<file path="src/rtl/ads_pkg.sv">
// Shared types and constants for the ADS8568 frame receiver.
package ads_pkg;

    localparam int ADS_LANES         = 4;
    localparam int ADS_CHANNELS      = 8;
    localparam int ADS_BITS_PER_LANE = 32;
    localparam int ADS_SAMPLE_W      = 16;
    localparam int ADS_FRAME_W       = ADS_CHANNELS * ADS_SAMPLE_W;

    typedef enum logic [2:0] {
        ST_IDLE,
        ST_CONV,
        ST_WAIT_BH,
        ST_WAIT_BL,
        ST_SYNC,
        ST_SHIFT,
        ST_HOLD
    } ads_state_e;

    typedef logic [ADS_LANES-1:0][ADS_BITS_PER_LANE-1:0] ads_lanes_t;

    // Lane k carries channel 2k in its upper half and channel 2k+1 in its lower half.
    function automatic logic [ADS_FRAME_W-1:0] pack_frame(input ads_lanes_t lanes);
        logic [ADS_FRAME_W-1:0] f;
        f = '0;
        for (int k = 0; k < ADS_LANES; k++) begin
            f[32*k +: 32] = {lanes[k][15:0], lanes[k][31:16]};
        end
        return f;
    endfunction

endpackage

</file>
<file path="src/rtl/ads_sclk_gen.sv">
// Serial clock generator: SCLK_DIV cycles high, SCLK_DIV cycles low, idle low.
// rise/fall flag the cycle in which ad_sclk is driven low->high / high->low.
module ads_sclk_gen #(
    parameter int SCLK_DIV = 2
) (
    input  logic clk,
    input  logic rst_n,
    input  logic run,
    input  logic last,
    output logic sclk,
    output logic rise,
    output logic fall
);

    localparam logic [3:0] DIV_LAST = 4'(SCLK_DIV - 1);

    logic [3:0] div_cnt;

    assign rise = run && !sclk && (div_cnt == 4'd0);
    assign fall = run &&  sclk && (div_cnt == 4'd0);

    // last parks the clock low on the closing strobe so no 33rd pulse appears.
    always_ff @(posedge clk or negedge rst_n) begin
        if (!rst_n) begin
            sclk    <= 1'b0;
            div_cnt <= 4'd0;
        end else if (!run) begin
            sclk    <= 1'b0;
            div_cnt <= 4'd0;
        end else if (rise) begin
            if (!last) begin
                sclk    <= 1'b1;
                div_cnt <= DIV_LAST;
            end
        end else if (fall) begin
            sclk    <= 1'b0;
            div_cnt <= DIV_LAST;
        end else begin
            div_cnt <= div_cnt - 4'd1;
        end
    end

endmodule

</file>
<file path="src/rtl/ads_frame_rx.sv">
// ADS8568 4-lane serial frame receiver producing one 8x16-bit frame per conversion.
// Optional busy watchdog enabled by defining ADS_BUSY_TIMEOUT_EN.
module ads_frame_rx
    import ads_pkg::*;
#(
    parameter int SCLK_DIV        = 2,
    parameter int CONVST_W        = 4,
    parameter int WATCH_DOG_WIDTH = 12
) (
    input  logic                   sys_clk,
    input  logic                   sys_rst_n,
    input  logic                   trig_convst,
    output logic                   ad_convst,
    input  logic                   ad_busy,
    output logic                   ad_fs_n,
    output logic                   ad_sclk,
    input  logic [ADS_LANES-1:0]   ad_sdo,
    output logic [ADS_FRAME_W-1:0] frm_tdata,
    output logic                   frm_tvalid,
    input  logic                   frm_tready,
    output logic                   frm_drop,
    output logic                   frm_err,
    output ads_state_e             fsm_state
);

    localparam logic [4:0] CONV_LAST = 5'(CONVST_W - 1);
    localparam logic [4:0] BIT_LAST  = 5'(ADS_BITS_PER_LANE - 1);

    ads_state_e state;
    logic [4:0] bit_cnt;
    logic       tail;
    ads_lanes_t sh;
    logic       run;
    logic       rise;
    logic       fall;

`ifdef ADS_BUSY_TIMEOUT_EN
    localparam logic [WATCH_DOG_WIDTH-1:0] WD_LAST = {{(WATCH_DOG_WIDTH-1){1'b1}}, 1'b0};
    logic [WATCH_DOG_WIDTH-1:0] wd_cnt;
`else
    assign frm_err = 1'b0;
`endif

    assign fsm_state = state;
    assign run       = (state == ST_SYNC) || (state == ST_SHIFT);

    ads_sclk_gen #(.SCLK_DIV(SCLK_DIV)) u_sclk (
        .clk   (sys_clk),
        .rst_n (sys_rst_n),
        .run   (run),
        .last  (tail),
        .sclk  (ad_sclk),
        .rise  (rise),
        .fall  (fall)
    );

    // Output handshake: a frame transfers on a cycle with frm_tvalid && frm_tready;
    // frm_tdata/frm_tvalid never change while frm_tvalid is high and frm_tready is low.
    always_ff @(posedge sys_clk or negedge sys_rst_n) begin
        if (!sys_rst_n) begin
            state      <= ST_IDLE;
            bit_cnt    <= 5'd0;
            tail       <= 1'b0;
            sh         <= '0;
            ad_convst  <= 1'b0;
            ad_fs_n    <= 1'b1;
            frm_tdata  <= '0;
            frm_tvalid <= 1'b0;
            frm_drop   <= 1'b0;
`ifdef ADS_BUSY_TIMEOUT_EN
            frm_err    <= 1'b0;
            wd_cnt     <= '0;
`endif
        end else begin
            frm_drop <= trig_convst && (state != ST_IDLE);
`ifdef ADS_BUSY_TIMEOUT_EN
            frm_err  <= 1'b0;
`endif
            if (rise && !tail) begin
                for (int k = 0; k < ADS_LANES; k++) begin
                    sh[k] <= {sh[k][ADS_BITS_PER_LANE-2:0], ad_sdo[k]};
                end
            end
            case (state)
                ST_IDLE: begin
                    if (trig_convst) begin
                        state     <= ST_CONV;
                        ad_convst <= 1'b1;
                        bit_cnt   <= 5'd0;
                    end
                end
                ST_CONV: begin
                    if (bit_cnt == CONV_LAST) begin
                        state     <= ST_WAIT_BH;
                        ad_convst <= 1'b0;
                        bit_cnt   <= 5'd0;
`ifdef ADS_BUSY_TIMEOUT_EN
                        wd_cnt    <= '0;
`endif
                    end else begin
                        bit_cnt <= bit_cnt + 5'd1;
                    end
                end
                ST_WAIT_BH: begin
                    if (ad_busy) begin
                        state <= ST_WAIT_BL;
`ifdef ADS_BUSY_TIMEOUT_EN
                        wd_cnt <= '0;
                    end else if (wd_cnt == WD_LAST) begin
                        state   <= ST_IDLE;
                        frm_err <= 1'b1;
                    end else begin
                        wd_cnt <= wd_cnt + 1'b1;
`endif
                    end
                end
                ST_WAIT_BL: begin
                    if (!ad_busy) begin
                        state   <= ST_SYNC;
                        ad_fs_n <= 1'b0;
`ifdef ADS_BUSY_TIMEOUT_EN
                    end else if (wd_cnt == WD_LAST) begin
                        state   <= ST_IDLE;
                        frm_err <= 1'b1;
                    end else begin
                        wd_cnt <= wd_cnt + 1'b1;
`endif
                    end
                end
                ST_SYNC: begin
                    state <= ST_SHIFT;
                end
                ST_SHIFT: begin
                    // bit_cnt counts completed sclk periods; tail marks the final low phase.
                    if (fall) begin
                        if (bit_cnt == BIT_LAST) begin
                            tail <= 1'b1;
                        end else begin
                            bit_cnt <= bit_cnt + 5'd1;
                        end
                    end
                    if (rise && tail) begin
                        state      <= ST_HOLD;
                        tail       <= 1'b0;
                        bit_cnt    <= 5'd0;
                        ad_fs_n    <= 1'b1;
                        frm_tdata  <= pack_frame(sh);
                        frm_tvalid <= 1'b1;
                    end
                end
                ST_HOLD: begin
                    if (frm_tready) begin
                        state      <= ST_IDLE;
                        frm_tvalid <= 1'b0;
                    end
                end
                default: state <= ST_IDLE;
            endcase
        end
    end

endmodule

</file>
<file path="config.mk">
export PLATFORM = sky130hd
export DESIGN_NAME = ads_frame_rx
export DESIGN_NICKNAME = d
export VERILOG_FILES = /design/src/rtl/ads_pkg.sv /design/src/rtl/ads_sclk_gen.sv /design/src/rtl/ads_frame_rx.sv
export SDC_FILE = /design/constraint.sdc
export NUM_CORES = 1
export LEC_CHECK = 0
export CORE_MARGIN = 5
export CORE_UTILIZATION = 34
export DETAILED_ROUTE_END_ITERATION = 12
export DONT_BUFFER_PORTS = 1
export GPL_ROUTABILITY_DRIVEN = 0
export HOLD_SLACK_MARGIN = 0.05
export PLACE_DENSITY = 0.56
export SLEW_MARGIN = 20
export SYNTH_ARGS = -nofsm -noshare
export SYNTH_HDL_FRONTEND = slang
export SYNTH_SLANG_ARGS = --single-unit
</file>
<file path="constraint.sdc">
create_clock -name sys_clk -period 3.4 [get_ports sys_clk]
set_clock_uncertainty 0.05 [all_clocks]
set_input_delay 0.34 -clock sys_clk [delete_from_list [all_inputs] [get_ports sys_clk]]
set_output_delay 0.34 -clock sys_clk [all_outputs]
set_load 0.05 [all_outputs]
</file>
==> qor.txt, run 1 <==
Outcome -> finished with violations
Failing checks -> hold timing
Mapped Area -> 0.0106 mm2
FF+latch count, synth -> 274
Largest net degree at the start of global routing -> 275
CTS sink count -> 274
Top post-synthesis cells by count -> dfrtp_1, mux2_2, mux2_1
Core Rows -> 64
Simple-gate share of the synthesized area -> 2.42%
Min Hold Slack -> -0.541 ns
Clk_lat worst skew -> 0.53 ns
Adder-cell share of the synthesized area -> 0.356%
Arrival @ worst endpoint -> 3.12 ns
Die height -> 186 um
Final Cycle Share -> 81.1%
Critical Path Start Type -> register
Core area -> 0.0306 mm2
Slew margin rel. -> 56.5%
Placed cell count -> 1,017
Mux share of post-synthesis cell area -> 27.4%
Number of global-route vias before repair -> 5,691
Worst-margin pin slew -> 0.653 ns
Final ANT Viol Nets -> 0
H-tree Lvls -> 1
DRC Markers -> 0
Initial Util -> 34.5%
Xor and xnor area share after synthesis -> 0%
Final Slew Violations -> 0
Drt pass-1 iters -> 4
Ports -> 146
Maximum VDD drop -> 0.000376 V
# nets final -> 672
Initial DRC count -> 167
Crit end category -> register
Diodes inserted -> 0
Hpwl dp -> 11,700 um
Root buf cell -> clkbuf_16
Worst EP required -> 3.76 ns
Die ar. -> 0.0347 mm2
Resized Gates After CTS -> 0
Unrepaired setup endpoints after global routing -> false
CTS tree -> built
Post-CTS setup buffers -> 0
Max_cap viols -> 0
Synth area leaders -> dfrtp_1, mux2_2, mux2_1
# fillers -> 2,854
Cell Chain, Critical Path -> inv_1, ha_1, or3b_4, nor2_4, nand3_4, buf_12, mux2_1
Port buffer count -> 0
Share of post-route cells with drive strength above 1 -> 31.6%
Post-Syn Nets -> 658
Compound-gate portion of the synthesized area -> 1.68%
Post-route minimum period -> 2.76 ns
Largest family of logic cells by synthesized area -> multiplexers
Crit Path Category -> reg2reg
CTS buffer count -> 29
Syn avg cell area -> 16.3 um2
Seq/Total Area, Yosys -> 65.0%
Clock transition at path regs -> 0.06 ns
Most common cell in the synthesized netlist -> dfrtp_1
Largest fanout on the critical path -> 57
Final cell count without fillers -> 1,073
Worst Hold Class -> in2async
Setup violations, final -> 0
Dominant synthesized flop cell -> dfrtp_1
Dominant cell type by area after synthesis -> dfrtp_1
GRT Util Overall -> 10.8%
First-pass GRT wire length -> 31,100 um
Via Count -> 5,165
Synth Warn # -> 0
Post-CTS Hold Buffers -> 8
Grt total ovfl -> 0
Number of synthesized flops with an enable pin -> 0
R2r setup slk -> 0.64 ns
Die width -> 186 um
Top cell type's share of synthesized area -> 64.7%
Fmax -> 362 MHz
Synth unique cells -> 41
Critical-path top delay cell -> or3b_4
Synth async-reset ratio -> 100%
LEAKAGE -> 5.98 nW
Initial antenna violation count -> 0
Drt wl/cell -> 17.4 um
DRT Wirelength -> 18,700 um
P per Cell Area -> 773 mW/mm2
Longest Clk Path Bufs -> 3
Max incr delay on CP -> 0.44 ns
P&R area growth vs syn -> 11.6%
Hold Violations, Final -> 274
Via/cell ratio -> 4.81
Setup TNS -> 0 ns
Synthesized netlist cell count -> 646
==> cell families (layout without fill, tap and decap cells) <==
group                    after synthesis  in the layout
AND/OR/NAND/NOR                       45             45
buffers and inverters                 39             70
adder cells (fa/ha/maj)                3              3
other                                  1              1
flip-flops                           274            274
multiplexers                         257            257
AO/OA/AOI/OAI                         27             27
==> layer usage <==
metal,share of wire (%),up-vias,track usage (%)
met5,0,-,0
met3,7.3,41,3.46
met1,39,2711,12.9
li1,-,2306,-
met4,3.3,0,3.53
met2,50,107,18.4
==> power by group <==
group / switching (mW) / total [mW] / internal, mW
Combinational: 0.793 / 1.61 / 0.821
Sequential: 0.859 / 4.61 / 3.75
Clock: 1.20 / 2.88 / 1.67
Total: 2.86 / 9.11 / 6.25
==> registers in the layout, indices dropped and copies added, names as in the netlist <==
signal          count
frm_drop            1
fsm_state           3
ad_convst           1
sh                128
u_sclk.div_cnt      4
bit_cnt             5
frm_tvalid          1
frm_tdata         128
ad_fs_n             1
u_sclk.sclk         1
tail                1
==> area by class of cell <==
cell class	count	area, um2	area share, %
sequential	274	6860	58.2
multi-input combinational	333	3380	28.7
clock buffer	41	791	6.71
tap	396	495	4.20
timing repair buffer	15	170	1.44
clock inverter	7	62.6	0.531
inverter	7	26.3	0.223
==> worst paths after layout <==
path / cells past startpoint / startpoint / end
max: 7 / u_sclk.div_cnt[0]$_DFFE_PN0P_ / frm_tdata[14]$_DFFE_PN0P_
min: 0 / sys_rst_n / frm_tdata[86]$_DFFE_PN0P_
max reg2reg: 7 / u_sclk.div_cnt[0]$_DFFE_PN0P_ / frm_tdata[14]$_DFFE_PN0P_
min reg2reg: 1 / sh[127]$_DFFE_PN0P_ / frm_tdata[111]$_DFFE_PN0P_
max in group asynchronous: 0 / sys_rst_n / ad_fs_n$_DFFE_PN1P_
min in group sys_clk: 3 / ad_busy / fsm_state[1]$_DFFE_PN0P_
==> metrics by stage <==
step	utilization (%)	setup WS [ns]	cell area (um2)	power (mW)	hold WS [ns]
finish	38.5	0.641	11800	9.11	-0.541
global route	38.5	0.456	11800	9.58	-0.576
CTS	38.5	0.586	11800	9.26	-0.581
detailed placement	35.5	0.589	10900	6.30	0.00130
global placement	35.5	0.709	10900	6.20	0.00169
floorplan	-	1.32	10600	6.01	-0.00559
==> worst max-delay path: cells and delay by family (launching register included) <==
kind | cells | cell delay [ns]
AND/OR/NAND/NOR | 3 | 1.08
adder cells (fa/ha/maj) | 1 | 0.22
multiplexers | 1 | 0.35
buffers and inverters | 2 | 0.50
flip-flops | 1 | 0.40
==> cells in the final DEF, fill, tap and decap left out, types with 2 or more instances in the layout <==
master / instances
nand2b_1: 2
or2_2: 3
and3_1: 2
ha_1: 3
buf_12: 3
nand4b_1: 2
mux2_1: 98
o2bb2ai_1: 2
o21ai_0: 8
clkinv_2: 5
a21oi_1: 4
inv_1: 7
nor2_1: 8
nand3_1: 2
o211ai_1: 2
clkbuf_16: 29
nand2_1: 12
mux2_2: 159
nor2b_1: 3
clkbuf_1: 10
clkbuf_8: 2
buf_4: 4
dlygate4sd3_1: 8
a31oi_1: 4
dfrtp_1: 273
Note: power is estimated with default switching activity, not from simulation.
==> inputs of run 2 (changes only) <==
==> constraint.sdc (replaced) <==
create_clock -name sys_clk -period 2.8 [get_ports sys_clk]
set_clock_uncertainty 0.05 [all_clocks]
set_input_delay 0.28 -clock sys_clk [delete_from_list [all_inputs] [get_ports sys_clk]]
set_output_delay 0.28 -clock sys_clk [all_outputs]
set_load 0.05 [all_outputs]
==> run 2 against run 1 <==
The flow still finishes with violations (hold timing); sequential power up 21%; total power up 25%; global-route usage about the same; hold slack worse by 0.070 ns; via count up 1.2%; critical path type unchanged; largest cell class unchanged.
==> qor.txt, run 2 (same netlist as run 1, synthesis figures left out) <==
Setup TNS -> 0 ns (unchanged)
DRC Markers -> 0 (unchanged)
Sw Pwr -> 3.53 mW (was 2.86 mW)
Failing checks -> hold timing (unchanged)
Core Rows -> 64 (unchanged)
Diodes inserted -> 0 (unchanged)
H-tree Lvls -> 1 (unchanged)
Port buffer count -> 0 (unchanged)
Clock transition at path regs -> 0.06 ns (about the same)
Number of global-route vias before repair -> 5,656 (was 5,691)
Core area -> 0.0306 mm2 (unchanged)
P_int -> 7.88 mW (was 6.25 mW)
Worst Hold Class -> in2async (unchanged)
Final Slew Violations -> 0 (unchanged)
Part of the power in registers -> 48.9% (was 50.7%)
Final core occ -> 38.9% (was 38.5%)
Worst EP required -> 3.17 ns (was 3.76 ns)
Commonest non-fill, non-tap cell in the layout -> dfrtp_1 (unchanged)
Pre-CTS setup slack -> 0.328 ns (was 0.589 ns)
Min Hold Slack -> -0.612 ns (was -0.541 ns)
Final Cycle Share -> 89.4% (was 81.1%)
Met1 usage -> 13.2% (was 12.9%)
Setup violations, final -> 0 (unchanged)
Clk_lat worst skew -> 0.54 ns (was 0.53 ns)
Outcome -> finished with violations (unchanged)
Via/cell ratio -> 4.84 (was 4.81)
Share of post-route cells with drive strength above 1 -> 32.4% (was 31.6%)
Hpwl dp -> 11,500 um (was 11,700 um)
P&R area growth vs syn -> 12.8% (was 11.6%)
Resized Gates After CTS -> 0 (unchanged)
Initial antenna violation count -> 0 (unchanged)
Die ar. -> 0.0347 mm2 (unchanged)
DRT Wirelength -> 18,700 um (about the same)
GRT Util Overall -> 10.7% (was 10.8%)
Most frequent cells in the layout -> dfrtp_1, mux2_2, mux2_1 (unchanged)
Maximum VDD drop -> 0.000446 V (was 0.000376 V)
Die width -> 186 um (unchanged)
Switching Fraction -> 31.0% (was 31.4%)
Drt pass-1 iters -> 5 (was 4)
Unrepaired setup endpoints after global routing -> false (unchanged)
Crit end category -> register (unchanged)
Longest Clk Path Bufs -> 3 (unchanged)
# nets final -> 675 (was 672)
Power, Total -> 11.4 mW (was 9.11 mW)
Kind of cell adding the most delay to the critical path -> simple AND/OR/NAND/NOR gates (unchanged)
CTS tree -> built (unchanged)
Arrival @ worst endpoint -> 2.87 ns (was 3.12 ns)
Drt wl/cell -> 17.3 um (was 17.4 um)
Worst path bufs/invs -> 2 (unchanged)
Crit Path Category -> reg2reg (unchanged)
Met2 Track Usage GR -> 18.0% (was 18.4%)
Critical Path Start Type -> register (unchanged)
Grt peak-use layer -> met2 (unchanged)
Hold Violations, Final -> 274 (unchanged)
Largest registers -> frm_tdata x128, sh x128, bit_cnt x5 (unchanged)
CTS sink count -> 274 (unchanged)
Largest net degree at the start of global routing -> 275 (unchanged)
Slew margin rel. -> 48.7% (was 56.5%)
Fmax -> 400 MHz (was 362 MHz)
Combinational share of power -> 17.6% (was 17.7%)
Largest fanout on the critical path -> 57 (unchanged)
Max_cap viols -> 0 (unchanged)
Initial DRC count -> 196 (was 167)
Worst-margin pin slew -> 0.769 ns (was 0.653 ns)
Via Count -> 5,229 (was 5,165)
Ports -> 146 (unchanged)
LEAKAGE -> 6.04 nW (was 5.98 nW)
Max incr delay on CP -> 0.44 ns (about the same)
Post-CTS Hold Buffers -> 8 (unchanged)
Share of total power in the clock network -> 33.4% (was 31.6%)
Grt total ovfl -> 0 (unchanged)
Cell Chain, Critical Path -> inv_1, ha_1, or3b_4, nor2_4, nand3_4, buf_4, mux2_1 (was inv_1, ha_1, or3b_4, nor2_4, nand3_4, buf_12, mux2_1)
Die height -> 186 um (unchanged)
First-pass GRT wire length -> 31,000 um (was 31,100 um)
Met3 Usage GRT -> 3.56% (was 3.46%)
Final ANT Viol Nets -> 0 (unchanged)
Initial Util -> 34.5% (unchanged)
Post-route minimum period -> 2.50 ns (was 2.76 ns)
Final worst slack -> 0.298 ns (was 0.641 ns)
Post-CTS setup buffers -> 0 (unchanged)
P per Cell Area -> 958 mW/mm2 (was 773 mW/mm2)
Critical-path top delay cell -> or3b_4 (unchanged)
Root buf cell -> clkbuf_16 (unchanged)
CTS buffer count -> 30 (was 29)
==> run 2: changes by cell type in the layout (fill, tap and decap cells not counted) <==
cell and delta:
clkinv_2 -2, clkbuf_8 +5, buf_4 +3, clkbuf_16 +2
inv_6 +1, buf_12 -1
==> run 2: area by class of cell <==
class	count	area (um2)
flip-flops and latches	274	6860
multi-input cells	333	3380
clock buffers	48	910
inverters	7	26.3
well taps	396	495
clock inverters	6	61.3
fillers	2826	18700
repair buffers	17	173
==> run 2: stage by stage <==
step,instance area (um2),cells
floorplan,10600,646
global placement,10900,1019
detailed placement,10900,1019
CTS,11900,1081
global route,11900,1081
finish,11900,1081
==> run 2: power by group through the flow <==
stage | clock (mW) | sequential, mW | combinational [mW]
after floorplan | 0 | 5.59 | 1.71
after global placement | 0 | 5.63 | 1.92
after detailed placement | 0 | 5.67 | 2.01
after CTS | 3.97 | 5.59 | 2.04
after global routing | 4.13 | 5.67 | 2.22
final | 3.82 | 5.58 | 2.01
==> run 2: layer usage <==
layer	share of wire, %	wire, um
met1	40	7420
met2	50	9290
met3	8.0	1500
met4	2.8	529
met5	0	0
==> run 2: worst paths after layout <==
kind	cells past startpoint	slack, ns	startpoint	end
setup / recovery	7	0.30	u_sclk.div_cnt[0]$_DFFE_PN0P_	frm_tdata[50]$_DFFE_PN0P_
setup reg to reg	7	0.30	u_sclk.div_cnt[0]$_DFFE_PN0P_	frm_tdata[50]$_DFFE_PN0P_
hold reg to reg	1	0.43	sh[95]$_DFFE_PN0P_	frm_tdata[79]$_DFFE_PN0P_
hold / removal	0	-0.61	sys_rst_n	frm_tdata[83]$_DFFE_PN0P_
max in group asynchronous	0	2.69	sys_rst_n	fsm_state[2]$_DFFE_PN0P_
min in group sys_clk	4	0.11	trig_convst	bit_cnt[0]$_DFFE_PN0P_
==> inputs of run 3 (changes only) <==
--- a/config.mk
+++ b/config.mk
@@ -11,7 +11,7 @@
 export DONT_BUFFER_PORTS = 1
 export GPL_ROUTABILITY_DRIVEN = 0
 export HOLD_SLACK_MARGIN = 0.05
-export PLACE_DENSITY = 0.56
+export PLACE_DENSITY = 0.54
 export SLEW_MARGIN = 20
 export SYNTH_ARGS = -nofsm -noshare
 export SYNTH_HDL_FRONTEND = slang
==> constraint.sdc (replaced) <==
create_clock -name sys_clk -period 2.5 [get_ports sys_clk]
set_clock_uncertainty 0.05 [all_clocks]
set_input_delay 0.25 -clock sys_clk [delete_from_list [all_inputs] [get_ports sys_clk]]
set_output_delay 0.25 -clock sys_clk [all_outputs]
set_load 0.05 [all_outputs]
==> run 3 against run 2 <==
Count of clock-buffer cells in the layout unchanged; total power is 13% higher; first-iteration DRC count rose by 25%; critical path type unchanged; the flow still finishes with violations (hold timing); largest cell class unchanged.
==> qor.txt, run 3 (same netlist as run 1, synthesis figures left out) <==
Outcome -> finished with violations (unchanged)
Failing checks -> hold timing (unchanged)
Initial Util -> 34.5% (unchanged)
CTS buffer count -> 30 (unchanged)
Via Count -> 5,120 (was 5,229)
# fillers -> 2,856 (was 2,826)
Number of global-route vias before repair -> 5,703 (was 5,656)
Min Hold Slack -> -0.641 ns (was -0.612 ns)
Longest Clk Path Bufs -> 3 (unchanged)
Final Cycle Share -> 93.7% (was 89.4%)
Reg2reg start -> u_sclk.div_cnt[0]$_DFFE_PN0P_ (unchanged)
Clock transition at path regs -> 0.06 ns (about the same)
Drt wl/cell -> 17.6 um (was 17.3 um)
# nets final -> 677 (was 675)
Maximum VDD drop -> 0.000578 V (was 0.000446 V)
First-pass GRT wire length -> 31,600 um (was 31,000 um)
Worst Hold Class -> in2async (unchanged)
Crit end category -> register (unchanged)
Critical Path Start Type -> register (unchanged)
Unrepaired setup endpoints after global routing -> false (unchanged)
Grt total ovfl -> 0 (unchanged)
LEAKAGE -> 6.07 nW (was 6.04 nW)
Root buf cell -> clkbuf_16 (unchanged)
Final cell count without fillers -> 1,083 (was 1,081)
DRT Wirelength -> 19,100 um (was 18,700 um)
Post-CTS Hold Buffers -> 8 (unchanged)
GRT Util Overall -> 11.1% (was 10.7%)
Final core occ -> 39.2% (was 38.9%)
Pre-CTS setup slack -> 0.164 ns (was 0.328 ns)
CTS sink count -> 274 (unchanged)
Power, Total -> 12.9 mW (was 11.4 mW)
Die ar. -> 0.0347 mm2 (unchanged)
Crit Path Category -> reg2reg (unchanged)
Final ANT Viol Nets -> 0 (unchanged)
Setup TNS -> 0 ns (unchanged)
Largest registers -> frm_tdata x128, sh x128, bit_cnt x5 (unchanged)
Post-route minimum period -> 2.34 ns (was 2.50 ns)
Final Slew Violations -> 0 (unchanged)
Core area -> 0.0306 mm2 (unchanged)
Share of post-route cells with drive strength above 1 -> 32.9% (was 32.4%)
Initial DRC count -> 245 (was 196)
Most frequent cells in the layout -> dfrtp_1, mux2_2, mux2_1 (unchanged)
P&R area growth vs syn -> 13.5% (was 12.8%)
Ports -> 146 (unchanged)
Reg2reg path depth -> 7 (unchanged)
Fmax -> 427 MHz (was 400 MHz)
Arrival @ worst endpoint -> 2.70 ns (was 2.87 ns)
Initial antenna violation count -> 0 (unchanged)
Drt pass-1 iters -> 4 (was 5)
Largest fanout on the critical path -> 37 (was 57)
Commonest non-fill, non-tap cell in the layout -> dfrtp_1 (unchanged)
Final worst slack -> 0.157 ns (was 0.298 ns)
Post-route cell area -> 0.0120 mm2 (was 0.0119 mm2)
Hold Violations, Final -> 274 (unchanged)
Port buffer count -> 0 (unchanged)
Clk_lat worst skew -> 0.54 ns (about the same)
DRC Markers -> 0 (unchanged)
R2r setup slk -> 0.16 ns (was 0.30 ns)
P per Cell Area -> 1080 mW/mm2 (was 958 mW/mm2)
Placed cell count -> 1,021 (was 1,019)
Setup violations, final -> 0 (unchanged)
Die width -> 186 um (unchanged)
Post-CTS setup buffers -> 0 (unchanged)
Worst EP required -> 2.86 ns (was 3.17 ns)
Die height -> 186 um (unchanged)
Largest net degree at the start of global routing -> 275 (unchanged)
Via/cell ratio -> 4.73 (was 4.84)
CTS tree -> built (unchanged)
RR Endpoint -> frm_tdata[15]$_DFFE_PN0P_ (was frm_tdata[50]$_DFFE_PN0P_)
Core Rows -> 64 (unchanged)
Slew margin rel. -> 64.1% (was 48.7%)
Diodes inserted -> 0 (unchanged)
Max_cap viols -> 0 (unchanged)
Worst-margin pin slew -> 0.539 ns (was 0.769 ns)
Resized Gates After CTS -> 0 (unchanged)
H-tree Lvls -> 1 (unchanged)
Hpwl dp -> 11,900 um (was 11,500 um)
Post-DP Area -> 0.0109 mm2 (about the same)
==> run 3: layer usage <==
layer	wire length [um]	share of wire (%)	global-route usage, %
met1	7580	40	13.3
met2	9570	50	19.2
met3	1480	7.8	3.66
met4	434	2.3	3.32
met5	0	0	0
==> run 3: cell type report <==
class	instances	area, um2	area share, %
well taps	396	495	4.14
inverters	7	26.3	0.219
repair buffers	19	200	1.67
flip-flops and latches	274	6860	57.3
clock inverters	6	85.1	0.710
multi-input cells	333	3380	28.2
clock buffers	48	930	7.76
==> run 3: where the power goes <==
part	internal, mW	switching (mW)
combinational	1.16	1.11
clock	2.73	1.68
sequential	5.11	1.16
total	9.00	3.94
==> run 3: how the worst max path moves through the flow <==
stage | start | end | slack, ns
2_1_floorplan | u_sclk.div_cnt[0]$_DFFE_PN0P_ | frm_tdata[0]$_DFFE_PN0P_ | 0.42
3_3_place_gp | u_sclk.div_cnt[0]$_DFFE_PN0P_ | frm_tdata[10]$_DFFE_PN0P_ | 0.27
3_5_place_dp | u_sclk.div_cnt[0]$_DFFE_PN0P_ | frm_tdata[18]$_DFFE_PN0P_ | 0.16
4_1_cts | u_sclk.div_cnt[0]$_DFFE_PN0P_ | frm_tdata[18]$_DFFE_PN0P_ | 0.15
5_1_grt | u_sclk.div_cnt[0]$_DFFE_PN0P_ | frm_tdata[18]$_DFFE_PN0P_ | 0.01
6_report | u_sclk.div_cnt[0]$_DFFE_PN0P_ | frm_tdata[15]$_DFFE_PN0P_ | 0.16
==> run 3: critical path, stage by stage, from the launching register on <==
cell     delay [ns]
dfrtp_1        0.40
inv_1          0.10
ha_1           0.22
or3b_4         0.44
nor2_4         0.21
nand3_4        0.11
buf_4          0.30
mux2_1         0.38
